$ cat src/rtl/cei_mochila_pkg.sv
// Shared limits, index type and round-robin helper for the mochila OBI arbiter.
package cei_mochila_pkg;

  localparam int unsigned ARB_MAX_MASTERS     = 8;
  localparam int unsigned ARB_MAX_OUTSTANDING = 8;

  typedef logic [2:0] arb_idx_t;

  // First requester found scanning upward from ptr, modulo n. Returns 0 when
  // nobody requests; callers qualify the result with |req.
  function automatic arb_idx_t rr_next(input logic [ARB_MAX_MASTERS-1:0] req,
                                       input arb_idx_t ptr,
                                       input int unsigned n);
    arb_idx_t    win;
    logic        found;
    int unsigned c;
    win   = '0;
    found = 1'b0;
    for (int unsigned k = 0; k < ARB_MAX_MASTERS; k++) begin
      c = 32'(ptr) + k;
      if (c >= n) c = c - n;
      if (k < n && !found && req[c[2:0]]) begin
        win   = c[2:0];
        found = 1'b1;
      end
    end
    return win;
  endfunction

endpackage

$ cat src/rtl/obi_pkg.sv
// OBI request/response bundle types shared by the bus system and memory banks.
package obi_pkg;

  typedef struct packed {
    logic        req;
    logic        we;
    logic [3:0]  be;
    logic [31:0] addr;
    logic [31:0] wdata;
  } obi_req_t;

  typedef struct packed {
    logic        gnt;
    logic        rvalid;
    logic [31:0] rdata;
  } obi_resp_t;

endpackage

$ cat src/rtl/mochila_arb_fifo.sv
// In-order FIFO of granted master indices; the head names the master that owns
// the next read response.
module mochila_arb_fifo
  import cei_mochila_pkg::*;
#(
  parameter int unsigned DEPTH = 2
) (
  input  logic     clk_i,
  input  logic     rst_i,
  input  logic     push_i,
  input  arb_idx_t push_idx_i,
  input  logic     pop_i,
  output arb_idx_t head_o,
  output logic     full_o,
  output logic     empty_o
);

  localparam int unsigned PTR_W = (DEPTH > 1) ? $clog2(DEPTH) : 1;
  localparam int unsigned CNT_W = $clog2(DEPTH + 1);

  arb_idx_t           mem_q [DEPTH];
  logic [PTR_W-1:0]   wptr_q, rptr_q;
  logic [CNT_W-1:0]   cnt_q;
  logic               push_ok, pop_ok;

  function automatic logic [PTR_W-1:0] ptr_inc(input logic [PTR_W-1:0] p);
    return (p == PTR_W'(DEPTH - 1)) ? '0 : p + PTR_W'(1);
  endfunction

  assign full_o  = (cnt_q == CNT_W'(DEPTH));
  assign empty_o = (cnt_q == '0);
  assign push_ok = push_i & ~full_o;
  assign pop_ok  = pop_i & ~empty_o;
  assign head_o  = mem_q[rptr_q];

  // Pointer and occupancy bookkeeping; push and pop together keep the count.
  always_ff @(posedge clk_i) begin
    if (rst_i) begin
      wptr_q <= '0;
      rptr_q <= '0;
      cnt_q  <= '0;
    end else begin
      if (push_ok) wptr_q <= ptr_inc(wptr_q);
      if (pop_ok)  rptr_q <= ptr_inc(rptr_q);
      case ({push_ok, pop_ok})
        2'b10:   cnt_q <= cnt_q + CNT_W'(1);
        2'b01:   cnt_q <= cnt_q - CNT_W'(1);
        default: cnt_q <= cnt_q;
      endcase
    end
  end

  // Entry storage; contents are meaningless while the count says empty.
  always_ff @(posedge clk_i) begin
    if (push_ok) mem_q[wptr_q] <= push_idx_i;
  end

endmodule

$ cat src/rtl/mochila_obi_arbiter.sv
// Round-robin arbiter sharing one OBI slave between N_MASTERS requesters.
// Responses are routed back through an in-order outstanding FIFO.
// Optional: define MOCHILA_ARB_PERF_EN to add per-master grant/stall counters.
module mochila_obi_arbiter
  import obi_pkg::*;
  import cei_mochila_pkg::*;
#(
  parameter int unsigned N_MASTERS       = 4,
  parameter int unsigned MAX_OUTSTANDING = 2
) (
  input  logic      clk_i,
  input  logic      rst_i,
  input  obi_req_t  master_req_i  [N_MASTERS],
  output obi_resp_t master_resp_o [N_MASTERS],
  output obi_req_t  slave_req_o,
  input  obi_resp_t slave_resp_i,
  output logic      err_o
`ifdef MOCHILA_ARB_PERF_EN
  ,
  output logic [31:0] grant_cnt_o [N_MASTERS],
  output logic [31:0] stall_cnt_o [N_MASTERS]
`endif
);

  arb_idx_t                   rr_ptr_q, rr_ptr_d;
  arb_idx_t                   sel;
  arb_idx_t                   head;
  logic [ARB_MAX_MASTERS-1:0] req_vec;
  logic                       sel_vld;
  logic                       hs;
  logic                       rsp_vld;
  logic                       fifo_full, fifo_empty;
  logic                       err_q, err_d;

  // Gather request bits into a fixed-width vector for the scan helper.
  always_comb begin
    req_vec = '0;
    for (int m = 0; m < N_MASTERS; m++) req_vec[m] = master_req_i[m].req;
  end

  // A full FIFO blocks selection outright, even if a response pops this cycle.
  assign sel     = rr_next(req_vec, rr_ptr_q, N_MASTERS);
  assign sel_vld = (|req_vec) & ~fifo_full;

  // Forward the selected master's request untouched; all zeros when idle.
  always_comb begin
    slave_req_o = '0;
    for (int m = 0; m < N_MASTERS; m++) begin
      if (sel_vld && sel == arb_idx_t'(m)) slave_req_o = master_req_i[m];
    end
  end

  assign hs      = slave_req_o.req & slave_resp_i.gnt;
  assign rsp_vld = slave_resp_i.rvalid & ~fifo_empty;

  // Grant goes to the selected master, response to the FIFO head only.
  always_comb begin
    for (int m = 0; m < N_MASTERS; m++) begin
      master_resp_o[m]        = '0;
      master_resp_o[m].gnt    = hs && (sel == arb_idx_t'(m));
      master_resp_o[m].rvalid = rsp_vld && (head == arb_idx_t'(m));
      master_resp_o[m].rdata  = (rsp_vld && head == arb_idx_t'(m)) ? slave_resp_i.rdata : '0;
    end
  end

  // Pointer moves past the winner on every handshake; error is sticky.
  always_comb begin
    rr_ptr_d = rr_ptr_q;
    if (hs) rr_ptr_d = (sel == arb_idx_t'(N_MASTERS - 1)) ? '0 : sel + arb_idx_t'(1);
    err_d = err_q | (slave_resp_i.rvalid & fifo_empty);
  end

  // Arbitration state registers.
  always_ff @(posedge clk_i) begin
    if (rst_i) begin
      rr_ptr_q <= '0;
      err_q    <= 1'b0;
    end else begin
      rr_ptr_q <= rr_ptr_d;
      err_q    <= err_d;
    end
  end

  assign err_o = err_q;

  mochila_arb_fifo #(
    .DEPTH (MAX_OUTSTANDING)
  ) u_fifo (
    .clk_i      (clk_i),
    .rst_i      (rst_i),
    .push_i     (hs),
    .push_idx_i (sel),
    .pop_i      (rsp_vld),
    .head_o     (head),
    .full_o     (fifo_full),
    .empty_o    (fifo_empty)
  );

`ifdef MOCHILA_ARB_PERF_EN
  logic [31:0] grant_cnt_q [N_MASTERS];
  logic [31:0] stall_cnt_q [N_MASTERS];

  // Saturating per-master handshake and stall counters.
  always_ff @(posedge clk_i) begin
    for (int m = 0; m < N_MASTERS; m++) begin
      if (rst_i) begin
        grant_cnt_q[m] <= '0;
        stall_cnt_q[m] <= '0;
      end else begin
        if (master_resp_o[m].gnt && grant_cnt_q[m] != 32'hFFFF_FFFF)
          grant_cnt_q[m] <= grant_cnt_q[m] + 32'd1;
        if (master_req_i[m].req && !master_resp_o[m].gnt && stall_cnt_q[m] != 32'hFFFF_FFFF)
          stall_cnt_q[m] <= stall_cnt_q[m] + 32'd1;
      end
    end
  end

  assign grant_cnt_o = grant_cnt_q;
  assign stall_cnt_o = stall_cnt_q;
`endif

endmodule
$ cat config.mk
export PLATFORM = sky130hd
export DESIGN_NAME = mochila_obi_arbiter
export DESIGN_NICKNAME = d
export VERILOG_FILES = /design/src/rtl/cei_mochila_pkg.sv /design/src/rtl/obi_pkg.sv /design/src/rtl/mochila_arb_fifo.sv /design/src/rtl/mochila_obi_arbiter.sv
export SDC_FILE = /design/constraint.sdc
export NUM_CORES = 1
export LEC_CHECK = 0
export ABC_AREA = 1
export CAP_MARGIN = 30
export CORE_AREA = 5 5 197 199
export CTS_CLUSTER_SIZE = 40
export DETAILED_ROUTE_END_ITERATION = 8
export DIE_AREA = 0 0 202 204
export GPL_ROUTABILITY_DRIVEN = 0
export PLACE_DENSITY = 0.43
export SLEW_MARGIN = 15
export SYNTH_ARGS = -nofsm -noshare
export SYNTH_HDL_FRONTEND = slang
export SYNTH_SLANG_ARGS = --single-unit
$ cat constraint.sdc
create_clock -name clk_i -period 8 [get_ports clk_i]
set_clock_uncertainty 0.05 [all_clocks]
set_input_delay 1.2 -clock clk_i [delete_from_list [all_inputs] [get_ports clk_i]]
set_output_delay 1.2 -clock clk_i [all_outputs]
set_load 0.05 [all_outputs]
---- After elaboration in Yosys (flattened, before gate mapping) ----
Memory sizes are Yosys's and may differ from the RTL's. A register that Yosys moved wholly into a read port is not among the register bits.
Cells that the tools add are included.
word-level totals
  bits in registers ....................... 8
  memories ................................ 1
  logic and storage cells ................. 102
  memory bits (writable) .................. 6
  bits of input ports ..................... 316
  output and inout port bits .............. 207
cells by class
  multiplexer cells ....................... 35
  $lt $le $gt $ge ......................... 8
  bitwise operators ....................... 9
  add/subtract/negate cells ............... 12
  reduce and logical (&&, ||, !) cells .... 23
  equal/unequal tests ..................... 9
memories
  name          depth  bits a word  read ports  clocked after memory_dff  write ports  line                    RTL
  u_fifo.mem_q  2      3            1           1                         1            mochila_arb_fifo.sv:21  arb_idx_t mem_q [DEPTH];
operators with widths
  kind                 number
  $mux 70              4
  $mux 32              4
  $mux 3               9
  $lt 3x4->1 const B   4
  $logic_and 1x1->1    15
  $mux 1               13
  $bmux 1 s3           4
  $eq 3x2->1 const B   4
  $ge 4x3->1 const B   3
  $sub 3x3->3 const B  4
  $add 3x2->4 const B  2
  $and 1x1->1          6
  $eq 3x1->1 const B   2
  $logic_not 3->1      2
  $add 3x1->4 const B  1
  $eq 2x2->1 const B   2
  $pmux 2 s2           1
  $reduce_or 4->1      1
  $add 3x1->3 const B  1
  $ge 3x3->1 const B   1
  $logic_not 1->1      3
  $add 1x1->1 const B  2
  $add 2x1->2 const B  1
  $eq 2x1->1 const B   1
  other kinds (5)      6

---- Logic depth before layout (Yosys ltp) ----
  word-level depth ........................ 24
  depth in mapped cells ................... 26
  mapped depth without buffers ............ 25

---- Hierarchy ----
A second synthesis with hierarchy kept.
second synthesis, totals
  cell total of the unflattened synthesis .. 816
  area, all modules ....................... 3995.1 um2
modules (own cells, without submodules)
  module               area each (um2)  sequential area each (um2)  cells each  instances
  mochila_obi_arbiter  3518.4           80.1                        767         1
  mochila_arb_fifo     476.7            280.3                       49          1

---- Worst setup path after synthesis ----
No wires, ideal clock.
  kind .................................... in2out
  start point ............................. input port master_req_i[279] (netlist bit)
  end point ............................... output port slave_req_o[49] (netlist bit)
  arrival time ............................ 4.036 ns
  cell stages on the path ................. 17
  required time ........................... 6.750 ns
  slack ................................... 2.714 ns
  path buffers ............................ 1
  cells stage by stage .................... inv_1 -> nand2_1 -> nand3_1 -> nand2_2 -> nor2_1 -> nand2_1 -> nor2_1 -> nor2_2 -> inv_1 -> ha_1 -> inv_2 -> nor2_1 -> clkbuf_1 -> nand2_1 -> nand3_1 -> o21ai_0 -> o21ai_0
RTL lines
  item                line                       RTL
  start: declaration  mochila_obi_arbiter.sv:13  input obi_req_t master_req_i [N_MASTERS],
  end: declaration    mochila_obi_arbiter.sv:15  output obi_req_t slave_req_o,

==> flow_summary.json <==
{
  "coreArea_sq_mm": 0.0370,
  "status": "finished, final reports clean",
  "ant_nets": 0,
  "ys_ff_latch": 15,
  "first_iter_violations": 253,
  "cp.arrival_ns": 5.55,
  "path_max_fanout": 35,
  "die_h_microns": 204,
  "die_width_microns": 202,
  "final_hold_viol_count": 0,
  "die-area_sq_mm": 0.0412,
  "worstPathRequired_ns": 6.75,
  "path_buf_inv": 6,
  "antenna_found_initial": 5,
  "track_usage": 0.141,
  "finalSetupTns_ns": 0,
  "synth.avg_cell_area_sq_um": 4.91,
  "initial_core_util": 0.107,
  "crit_path_frequent_cell": "nand2_1",
  "finalSetupViolCount": 0,
  "synth-xor-area-share": 0,
  "synth_area_leaders": "nand3_1 (18%), nand2_1 (16%), o21ai_0 (16%)",
  "cp_cell_sequence": "clkdlybuf4s50_1 -> nand2_1 -> nand3_1 -> inv_1 -> nor2_4 -> nor2_1 -> nand2_1 -> nor2_1 -> nor2_2 -> ha_1 -> inv_2 -> nor2_4 -> buf_4 -> buf_4 -> nand2_1 -> nand3_1 -> o21ai_1 -> o21ai_1 -> clkdlybuf4s50_1",
  "synthMuxAreaShare": 0,
  "routed_wl_mm": 31.5,
  "h-tree-depth": 1,
  "clkSlewWorstSetupHoldPaths_ns": 0.05,
  "area_delta_synth_final_pct": 147,
  "hold_class": "reg -> reg",
  "place_area_sq_mm": 0.00969,
  "synth_seq_area_share": 0.0909,
  "drive_gt1_frac": 0.0395,
  "post_cts_buffers": 0,
  "grt_overflow_total": 0,
  "vias": 7027,
  "synth_simple_gate_area_frac": 0.547,
  "grt_pass1_vias": 7282,
  "holdWs_ns": 0.402,
  "drtPass1Iterations": 4,
  "final_nets": 1614,
  "cts_sinks": 15,
  "worstMarginPinSlew_ns": 0.867,
  "yosys_warnings": 0,
  "synth_top_area_cell": "nand3_1",
  "dp_hpwl_mm": 27.2,
  "pre_cts_slack_ns": 1.08,
  "synth_top_cell_area_share": 0.178,
  "insertion_delay_ns": 0.24,
  "critical-path-max-stage-delay_ns": 0.84,
  "min_period_over_period": 0.850,
  "crit_slowest_cell": "clkdlybuf4s50_1",
  "drc": 0,
  "finalWorstPathRequiredPeriod_ns": 6.80,
  "worst_setup_path_start_kind": "primary input",
  "end_kind": "output pin",
  "fin_ws_ns": 1.20,
  "cts_resized": 0,
  "netlist_area_sq_mm": 0.00396,
  "max_clock_freq_mhz": 147,
  "pin_count": 523,
  "io_buffers": 522,
  "ys_types": 26,
  "synth_top_family_by_area": "simple AND/OR/NAND/NOR gates",
  "cts_root_buf": "clkbuf_16",
  "vias_per_cell": 3.97,
  "synth_cells": 808,
  "n_fill_cell": 4192,
  "maxCapViolCount": 0,
  "final_area_sq_mm": 0.00978,
  "cts_tree": "yes",
  "grt_first_pass_wirelength_mm": 45.1,
  "hold_buffers": 0,
  "crit_family": "buffers and inverters",
  "r2r_slack_ns": 3.25,
  "wl_per_cell_microns": 17.8,
  "cts_made_buffers": 3,
  "maxSlewHeadroom": 0.422,
  "rows": 71,
  "grt_max_degree": 91,
  "worstSetupPathType": "in -> out",
  "synth_fa_ha_area_frac": 0.0189,
  "cts_buffer_depth": 2,
  "slew_violations": 0,
  "rsz0062_at_grt": "no",
  "synth-compound-area-share": 0.198
}
path summary, 6_finish.rpt:
check / to / cells after the start / from
worst max-delay path: slave_req_o[59] / 19 / master_req_i[209]
worst min-delay path: u_fifo.rptr_q / 1 / u_fifo.rptr_q
worst max register to register: u_fifo.cnt_q[1] / 24 / rr_ptr_q[0]
worst min register to register: u_fifo.rptr_q / 1 / u_fifo.rptr_q
stage by stage:
| stage | std cells | utilization |
|---|---|---|
| 2_1_floorplan | 809 | - |
| 3_3_place_gp | 1757 | 0.260 |
| 3_5_place_dp | 1761 | 0.262 |
| 4_1_cts | 1765 | 0.264 |
| 5_1_grt | 1768 | 0.264 |
| 6_report | 1770 | 0.264 |
layer usage:
layer | up-vias | global-route usage | part of all wire
li1 | 3598 | - | -
met2 | 357 | 0.272 | 0.52
met4 | 4 | 0.0300 | 0.018
met3 | 27 | 0.0500 | 0.10
met1 | 3041 | 0.146 | 0.36
met5 | - | 0 | 0.00044
area by class of cell:
cell class / count / area, sq um / share of cell area
multi-input combinational: 659 / 3050 / 0.312
tap: 474 / 593 / 0.0606
antenna: 5 / 12.5 / 0.00128
clock buffer: 3 / 75.1 / 0.00767
sequential: 15 / 360 / 0.0368
clock inverter: 1 / 5.00 / 0.000512
inverter: 71 / 269 / 0.0275
timing repair buffer: 542 / 5420 / 0.554
sequential cells by signal, indices dropped and copies added, names as in the netlist, named ones only:
register / cells
err_o: 1
u_fifo.cnt_q: 2
u_fifo.rptr_q: 1
u_fifo.mem_q: 6
u_fifo.wptr_q: 1
rr_ptr_q: 3
cell usage in the layout, fill, tap and decap left out, drive strengths merged, types with 6 or more instances in the layout:
cell             n
o21ai          148
buf             20
nor2           158
edfxtp           6
nand3          153
nand2          177
dfxtp            9
clkdlybuf4s50  522
nand4            7
inv             71
ha               6
cell usage after synthesis:
| cell | number |
|---|---|
| nand4_1 | 7 |
| buf_4 | 7 |
| ha_1 | 6 |
| conb_1 | 1 |
| inv_1 | 69 |
| o21ai_2 | 1 |
| dfxtp_1 | 9 |
| nand3b_1 | 1 |
| buf_2 | 6 |
| nand3_2 | 12 |
| a211oi_1 | 1 |
| nand2_1 | 172 |
| clkbuf_1 | 44 |
| nand3_1 | 141 |
| nor2_2 | 2 |
| o21ai_1 | 21 |
| edfxtp_1 | 6 |
| buf_1 | 5 |
| a21boi_0 | 1 |
| buf_12 | 2 |
| inv_2 | 2 |
| nor2_1 | 154 |
| nor2_4 | 2 |
| nand2_2 | 5 |
| o21ai_0 | 126 |
| a21oi_1 | 5 |
cells by family (layout without fill, tap and decap cells):
| family | after synthesis | count (layout) |
|---|---|---|
| and+or+nand+nor | 496 | 496 |
| AOI/OAI and AO/OA | 155 | 155 |
| buffers and inverters | 135 | 617 |
| DFF | 15 | 15 |
| adders and majority gates | 6 | 6 |
| other | 1 | 7 |
worst reg2reg max path: cells and delay by family (launching register included):
| family | cells | cell delay, ns |
|---|---|---|
| AO/OA/AOI/OAI | 2 | 0.19 |
| buffers and inverters | 5 | 0.66 |
| adder cells (fa/ha/maj) | 3 | 1.00 |
| flip-flops | 1 | 0.63 |
| AND/OR/NAND/NOR | 14 | 2.14 |
Power is not shown: default switching activity piles up to over one toggle a cycle in this logic, so the estimate is an artifact.
